## src/rtl/exec_sequencer.sv

```systemverilog
// exec_sequencer: execute-stage sequencer, single-cycle ALU path plus an
// optional iterative multiply/divide unit built when RV32M_EN is defined.
module exec_sequencer #(
  parameter int XLEN = 32
) (
  input  logic            clk,
  input  logic            rst,
  input  logic            in_valid,
  output logic            in_ready,
  input  logic [6:0]      opcode,
  input  logic [2:0]      func3,
  input  logic [6:0]      func7,
  input  logic [XLEN-1:0] valA,
  input  logic [XLEN-1:0] valB,
  input  logic [XLEN-1:0] alu_valE,
  input  logic            alu_cond,
  input  logic            alu_fault,
  input  logic            flush,
  output logic            out_valid,
  input  logic            out_ready,
  output logic [XLEN-1:0] valE,
  output logic            cond,
  output logic            inst_fault,
  output logic            busy
);

  typedef enum logic [1:0] {IDLE, ITER, DONE} state_t;

  state_t          state, state_nx;
  logic            accept;
  logic            is_m;
  logic            m_fast;
  logic [XLEN-1:0] m_fast_val;
  logic            iter_last;
  logic            unused_bits;

  assign in_ready  = (state == IDLE);
  assign out_valid = (state == DONE);
  assign busy      = (state != IDLE);
  assign accept    = in_valid && in_ready && !flush;

`ifdef RV32M_EN
  localparam int CW = $clog2(XLEN) + 1;
  localparam logic [XLEN-1:0] MINV = {1'b1, {(XLEN-1){1'b0}}};

  logic [CW-1:0]     cnt;
  logic [XLEN-1:0]   hi, lo, dvs;
  logic              neg;
  logic [2:0]        op;
  logic              sa, sb;
  logic [XLEN-1:0]   a_mag, b_mag;
  logic [XLEN:0]     add_s;
  logic [XLEN+1:0]   sub_s;
  logic [2*XLEN-1:0] prod_c;
  logic [XLEN-1:0]   qr, qr_c, fin;

  assign is_m = (opcode == 7'b0110011) && (func7 == 7'b0000001);
  assign sa = valA[XLEN-1] &&
    (func3 == 3'd1 || func3 == 3'd2 || func3 == 3'd4 || func3 == 3'd6);
  assign sb = valB[XLEN-1] &&
    (func3 == 3'd1 || func3 == 3'd4 || func3 == 3'd6);
  assign a_mag = sa ? -valA : valA;
  assign b_mag = sb ? -valB : valB;

  // Divide by zero and signed overflow bypass the iteration entirely
  always_comb begin
    m_fast     = 1'b0;
    m_fast_val = '0;
    if (func3[2]) begin
      if (valB == '0) begin
        m_fast     = 1'b1;
        m_fast_val = func3[1] ? valA : '1;
      end else if (!func3[0] && valA == MINV && valB == '1) begin
        m_fast     = 1'b1;
        m_fast_val = func3[1] ? '0 : valA;
      end
    end
  end

  assign iter_last = (cnt == CW'(XLEN));
  assign add_s = lo[0] ? ({1'b0, hi} + {1'b0, dvs}) : {1'b0, hi};
  assign sub_s = {1'b0, hi, lo[XLEN-1]} - {2'b00, dvs};
  assign prod_c = neg ? -{hi, lo} : {hi, lo};
  assign qr = op[1] ? hi : lo;
  assign qr_c = neg ? -qr : qr;
  assign fin = op[2] ? qr_c :
               (op[1:0] == 2'd0) ? prod_c[XLEN-1:0] : prod_c[2*XLEN-1:XLEN];
  assign unused_bits = sub_s[XLEN];

  // Shift-add / restoring-divide datapath, one step per ITER cycle
  always_ff @(posedge clk or posedge rst) begin
    if (rst) begin
      cnt <= '0;
      hi  <= '0;
      lo  <= '0;
      dvs <= '0;
      neg <= 1'b0;
      op  <= '0;
    end else if (accept && is_m) begin
      cnt <= '0;
      hi  <= '0;
      lo  <= func3[2] ? a_mag : b_mag;
      dvs <= func3[2] ? b_mag : a_mag;
      neg <= (func3[2] && func3[1]) ? sa : (sa ^ sb);
      op  <= func3;
    end else if (state == ITER && !iter_last) begin
      cnt <= cnt + 1'b1;
      if (op[2]) begin
        if (!sub_s[XLEN+1]) begin
          hi <= sub_s[XLEN-1:0];
          lo <= {lo[XLEN-2:0], 1'b1};
        end else begin
          hi <= {hi[XLEN-2:0], lo[XLEN-1]};
          lo <= {lo[XLEN-2:0], 1'b0};
        end
      end else begin
        {hi, lo} <= {add_s, lo[XLEN-1:1]};
      end
    end
  end
`else
  assign is_m        = 1'b0;
  assign m_fast      = 1'b0;
  assign m_fast_val  = '0;
  assign iter_last   = 1'b0;
  assign unused_bits = ^{opcode, func3, func7, valA, valB};
`endif

  // State register
  always_ff @(posedge clk or posedge rst) begin
    if (rst) state <= IDLE;
    else     state <= state_nx;
  end

  // Next state; flush overrides accept and handoff
  always_comb begin
    state_nx = state;
    unique case (state)
      IDLE: if (accept) state_nx = (is_m && !m_fast) ? ITER : DONE;
      ITER: if (iter_last) state_nx = DONE;
      DONE: if (out_ready) state_nx = IDLE;
      default: state_nx = IDLE;
    endcase
    if (flush) state_nx = IDLE;
  end

  // Result registers, held while DONE waits for out_ready
  always_ff @(posedge clk or posedge rst) begin
    if (rst) begin
      valE       <= '0;
      cond       <= 1'b0;
      inst_fault <= 1'b0;
    end else if (accept) begin
      valE       <= is_m ? m_fast_val : alu_valE;
      cond       <= is_m ? 1'b0 : alu_cond;
      inst_fault <= is_m ? 1'b0 : alu_fault;
`ifdef RV32M_EN
    end else if (state == ITER && iter_last) begin
      valE       <= fin;
      cond       <= 1'b0;
      inst_fault <= 1'b0;
`endif
    end
  end

endmodule

```

## config.mk

```make
export PLATFORM = sky130hd
export DESIGN_NAME = exec_sequencer
export DESIGN_NICKNAME = d
export VERILOG_FILES = /design/src/rtl/exec_sequencer.sv
export SDC_FILE = /design/constraint.sdc
export NUM_CORES = 1
export LEC_CHECK = 0
export ABC_AREA = 1
export ABC_CLOCK_PERIOD_IN_PS = 2350
export BUFFER_PORTS_ARGS = -buffer_cell sky130_fd_sc_hd__buf_2
export CORE_MARGIN = 2
export CORE_UTILIZATION = 23
export CTS_CLUSTER_DIAMETER = 150
export DETAILED_ROUTE_END_ITERATION = 8
export GPL_TIMING_DRIVEN = 0
export PLACE_DENSITY = 0.59
export SLEW_MARGIN = 20
export SYNTH_ARGS = -nofsm -noshare
export SYNTH_HDL_FRONTEND = slang
export SYNTH_SLANG_ARGS = --single-unit
```

## constraint.sdc

```tcl
create_clock -name clk -period 2.35 [get_ports clk]
set_input_delay 0.235 -clock clk [delete_from_list [all_inputs] [get_ports clk]]
set_output_delay 0.235 -clock clk [all_outputs]
set_load 0.02 [all_outputs]
```

* After elaboration in Yosys (flattened, before gate mapping)
Cells that the tools add are included.
Widths: inputs -> output; s select.
** Storage, ports and cells
- ROM bits :: 0
- Register bits :: 36
- Latch bits :: 0
- Memory bits (writable) :: 0
- Word-level logic and storage cells :: 19
- Output and inout bits :: 37
- Memories kept :: 0
- Input port bits :: 120
** Cells by class
- Shift-type cells :: 0
- Multiplexer cells :: 4
- Equal/unequal tests :: 5
- Add/subtract/negate cells :: 0
- Reduce and logical (&&, ||, !) cells :: 6
- Divide/modulo/power cells :: 0
- $mul :: 0
- Bitwise logic cells :: 0
- $lt $le $gt $ge :: 0
** Operators by type and width (number)
- $mux 2 :: 3
- $pmux 2 s3 :: 1
- $ne 3x1->1 const B :: 1
- $ne 3x2->1 const B :: 1
- $reduce_and 3->1 :: 1
- $eq 2x1->1 const B :: 1
- $eq 2x2->1 const B :: 1
- $logic_and 1x1->1 :: 2
- $logic_not 2->1 :: 1
- $ne 2x2->1 const B :: 1
- $reduce_bool 2->1 :: 1
- $logic_not 1->1 :: 1

* Logic depth before layout (Yosys ltp)
- Depth after elaboration :: 6
- Mapped depth :: 5
- Depth with buffers taken out :: 4

* Worst setup path before layout
Ideal clock, no wire load.
- Kind :: register -> register
- Start point :: register state[1]
- End point :: register valE[0]
- Slack :: 1250 ps
- Clock period less this slack :: 1100 ps
- Setup time :: 66 ps
- Required time :: 2284 ps
- Arrival time :: 1034 ps
- Path buffers :: 1
- Stages on the path, launching flop included :: 5
- Cell sequence :: dfrtp_1 > inv_2 > buf_2 > nand4_1 > nand2_1
** Between the ends
- Longest elaborated chain between the ends :: 3
** RTL lines
- from (decl) :: line 29 : state_t state, state_nx;
- from (signal assigned) :: line 132 : else state <= state_nx;
- $logic_not 2->1 :: line 37 : assign in_ready = (state == IDLE);
- via in_ready :: line 9 : output logic in_ready,
- $logic_and 1x1->1 (2 in a row) :: line 40 : assign accept = in_valid && in_ready && !flush;
- to (signal assigned) :: line 154 : valE <= is_m ? m_fast_val : alu_valE;
- to (decl) :: line 21 : output logic [XLEN-1:0] valE,
The timed path passes the listed nets, and every way through them passes these cells.
A chain may end at the register's enable or synchronous reset.

* Worst setup path after layout
- Start point :: register state[1]
- End point :: output in_ready
** Between the ends
- Longest elaborated chain between the ends :: 1
** RTL lines (line)
- $logic_not 2->1 :: 37
- to (decl) :: 9
Every way passes these cells.

==> reports/metrics.yaml <==
period_needed_ns: 1.54
drt_first_iter_violations: 53
rsz0062_at_grt: "false"
final_nets: 358
wire_per_inst_microns: 13.2
finalCritPeriodShare: 0.656
syn_to_final_growth_pct: 39.6
gp_congestion: 0.736
pre_cts_ws_ns: 1.10
antenna_found_initial: 0
drv_slew: 0
place_hpwl_microns: 3050
first_pass_iters: 4
core_area_sq_um: 6280
post_cts_buffers: 0
antenna_left: 0
wirelength_microns: 4180
clock-root-buffer: "clkbuf_8"
gr-total-overflow: 0
cts_sinks: 35
cp_max_fo: 10
drive_gt1_frac: 0.418
fmax_mhz: 649
crit_top_cell: "buf_2"
port_buffers: 74
worstPathCellList: "inv_2 -> buf_2 -> buf_2"
htreeDepth: 2
grt_pass1_wl_microns: 7290
syn-num-nets: 277
start_util: 0.235
vdd_drop_max_mv: 0.327
ios: 157
num_vias: 1395
rows: 29
syn_area_per_cell_sq_um: 9.40
slew_headroom: 0.506
finalWorstSetupSlack_ns: 0.809
crit_path_end_kind: "output pin"
power_leakage_nw: 1.17
p_total_w: 0.00176
syn_area_sq_um: 1480
hold_buffers: 0
slowest_delay_ns: 0.41
worstMarginPinSlew_ns: 0.741
cts-resized-gates: 0
worstHoldPathType: "input pin to asynchronous set/reset pin"
diodes: 0
path_clk_slew_ns: 0.07
cp.arrival_ns: 1.31
drc: 0
yosysSeqAreaShare: 0.594
synthCells: 157
finalHoldViolCount: 0
ys.warnings.count: 0
cpMaxStageDelayCell: "dfrtp_1"
maxCapViolations: 0
fin_worst_skew_ns: 0.00276
outcome: "complete, no violations"
die_w_microns: 84.1
cts_made_buffers: 5
setup_viol: 0
grt_pass1_vias: 1399
viasPerCell: 4.41
power.density_nw_per_um2: 856
setup_tns_ns: 0
cp-start-kind: "flip-flop"
die_h_microns: 84.1
cp_data_required_time_ns: 2.12
yosysUniqueCellTypes: 10
cts_max_path_buffers: 2
insertion_delay_ns: 0.28
cts_tree: "yes"
ys_ff_latch: 35
grt_max_degree: 36
grt_usage: 0.129
dieArea_sq_um: 7070
critPathKind: "flip-flop to output pin"
state kept, by name (all words and copies together), names as in the netlist:
| signal | cells |
|---|---|
| inst_fault | 1 |
| valE | 32 |
| cond | 1 |
| state | 1 |
cell families after synthesis:
kind of cell / synth area share
DFF: 0.594
and+or+nand+nor: 0.332
AOI/OAI and AO/OA: 0.00339
buffers and inverters: 0.0712
per-stage QoR:
step	util	hold WS, ns	cell area (sq um)	instances
final	0.328	0.0750	2060	316
after global routing	0.328	0.131	2060	316
after CTS	0.328	0.0942	2060	316
after detailed placement	0.309	0.411	1940	308
after global placement	0.309	0.428	1940	308
after floorplan	-	0.342	1480	157
critical path: cells and delay by family, from the launching register on:
family	cells	cell delay, ns
buffers and inverters	3	0.60
flip-flops	1	0.41
routing by layer:
metal,track usage,vias up,share of wire
met4,0.0308,0,0.0036
met1,0.193,649,0.50
met5,0,-,0
li1,-,693,-
met3,0.0415,2,0.065
met2,0.180,51,0.44
cell usage after synthesis:
cell	instances	area, sq um
inv_1	1	3.75
buf_2	9	45.0
o21ai_0	1	5.00
nand4_1	34	213
buf_4	2	15.0
nand2_1	69	259
buf_6	3	33.8
nand3_4	1	17.5
inv_2	2	7.51
dfrtp_1	35	876
path summary, 6_finish.rpt:
path | startpoint | cells after the start | end | slack [ns]
worst max-delay path | state[1] | 3 | in_ready | 0.81
worst min-delay path | rst | 2 | valE[15] | 0.07
worst max register to register | state[1] | 5 | valE[26] | 1.19
worst min register to register | valE[18] | 2 | valE[18] | 0.47
max in group asynchronous | rst | 2 | valE[28] | 1.80
min in group clk | out_ready | 2 | state[1] | 0.14
cell usage in the layout, fill, tap and decap left out:
| master | n |
|---|---|
| nand4_1 | 34 |
| bufinv_16 | 1 |
| buf_6 | 3 |
| o21ai_0 | 1 |
| nand2_1 | 69 |
| nand3_4 | 1 |
| clkbuf_8 | 6 |
| clkinv_2 | 1 |
| inv_2 | 3 |
| buf_4 | 2 |
| buf_2 | 83 |
| dfrtp_1 | 35 |
layout make-up:
cell class	instances	area, sq um
clock inverter	2	35.0
tap	77	96.3
clock buffer	6	82.6
fill	671	4220
timing repair buffer	74	370
multi-input combinational	105	494
sequential	35	876
buffer	14	93.8
inverter	3	11.3
report_power, final:
part / internal [W] / switching (W) / leakage [nW]
Clock: 0.000343 / 0.000217 / 0.0612
Combinational: 0.000153 / 0.000291 / 0.673
Sequential: 0.000703 / 0.0000559 / 0.435
Power figures use the tool's default switching activity.
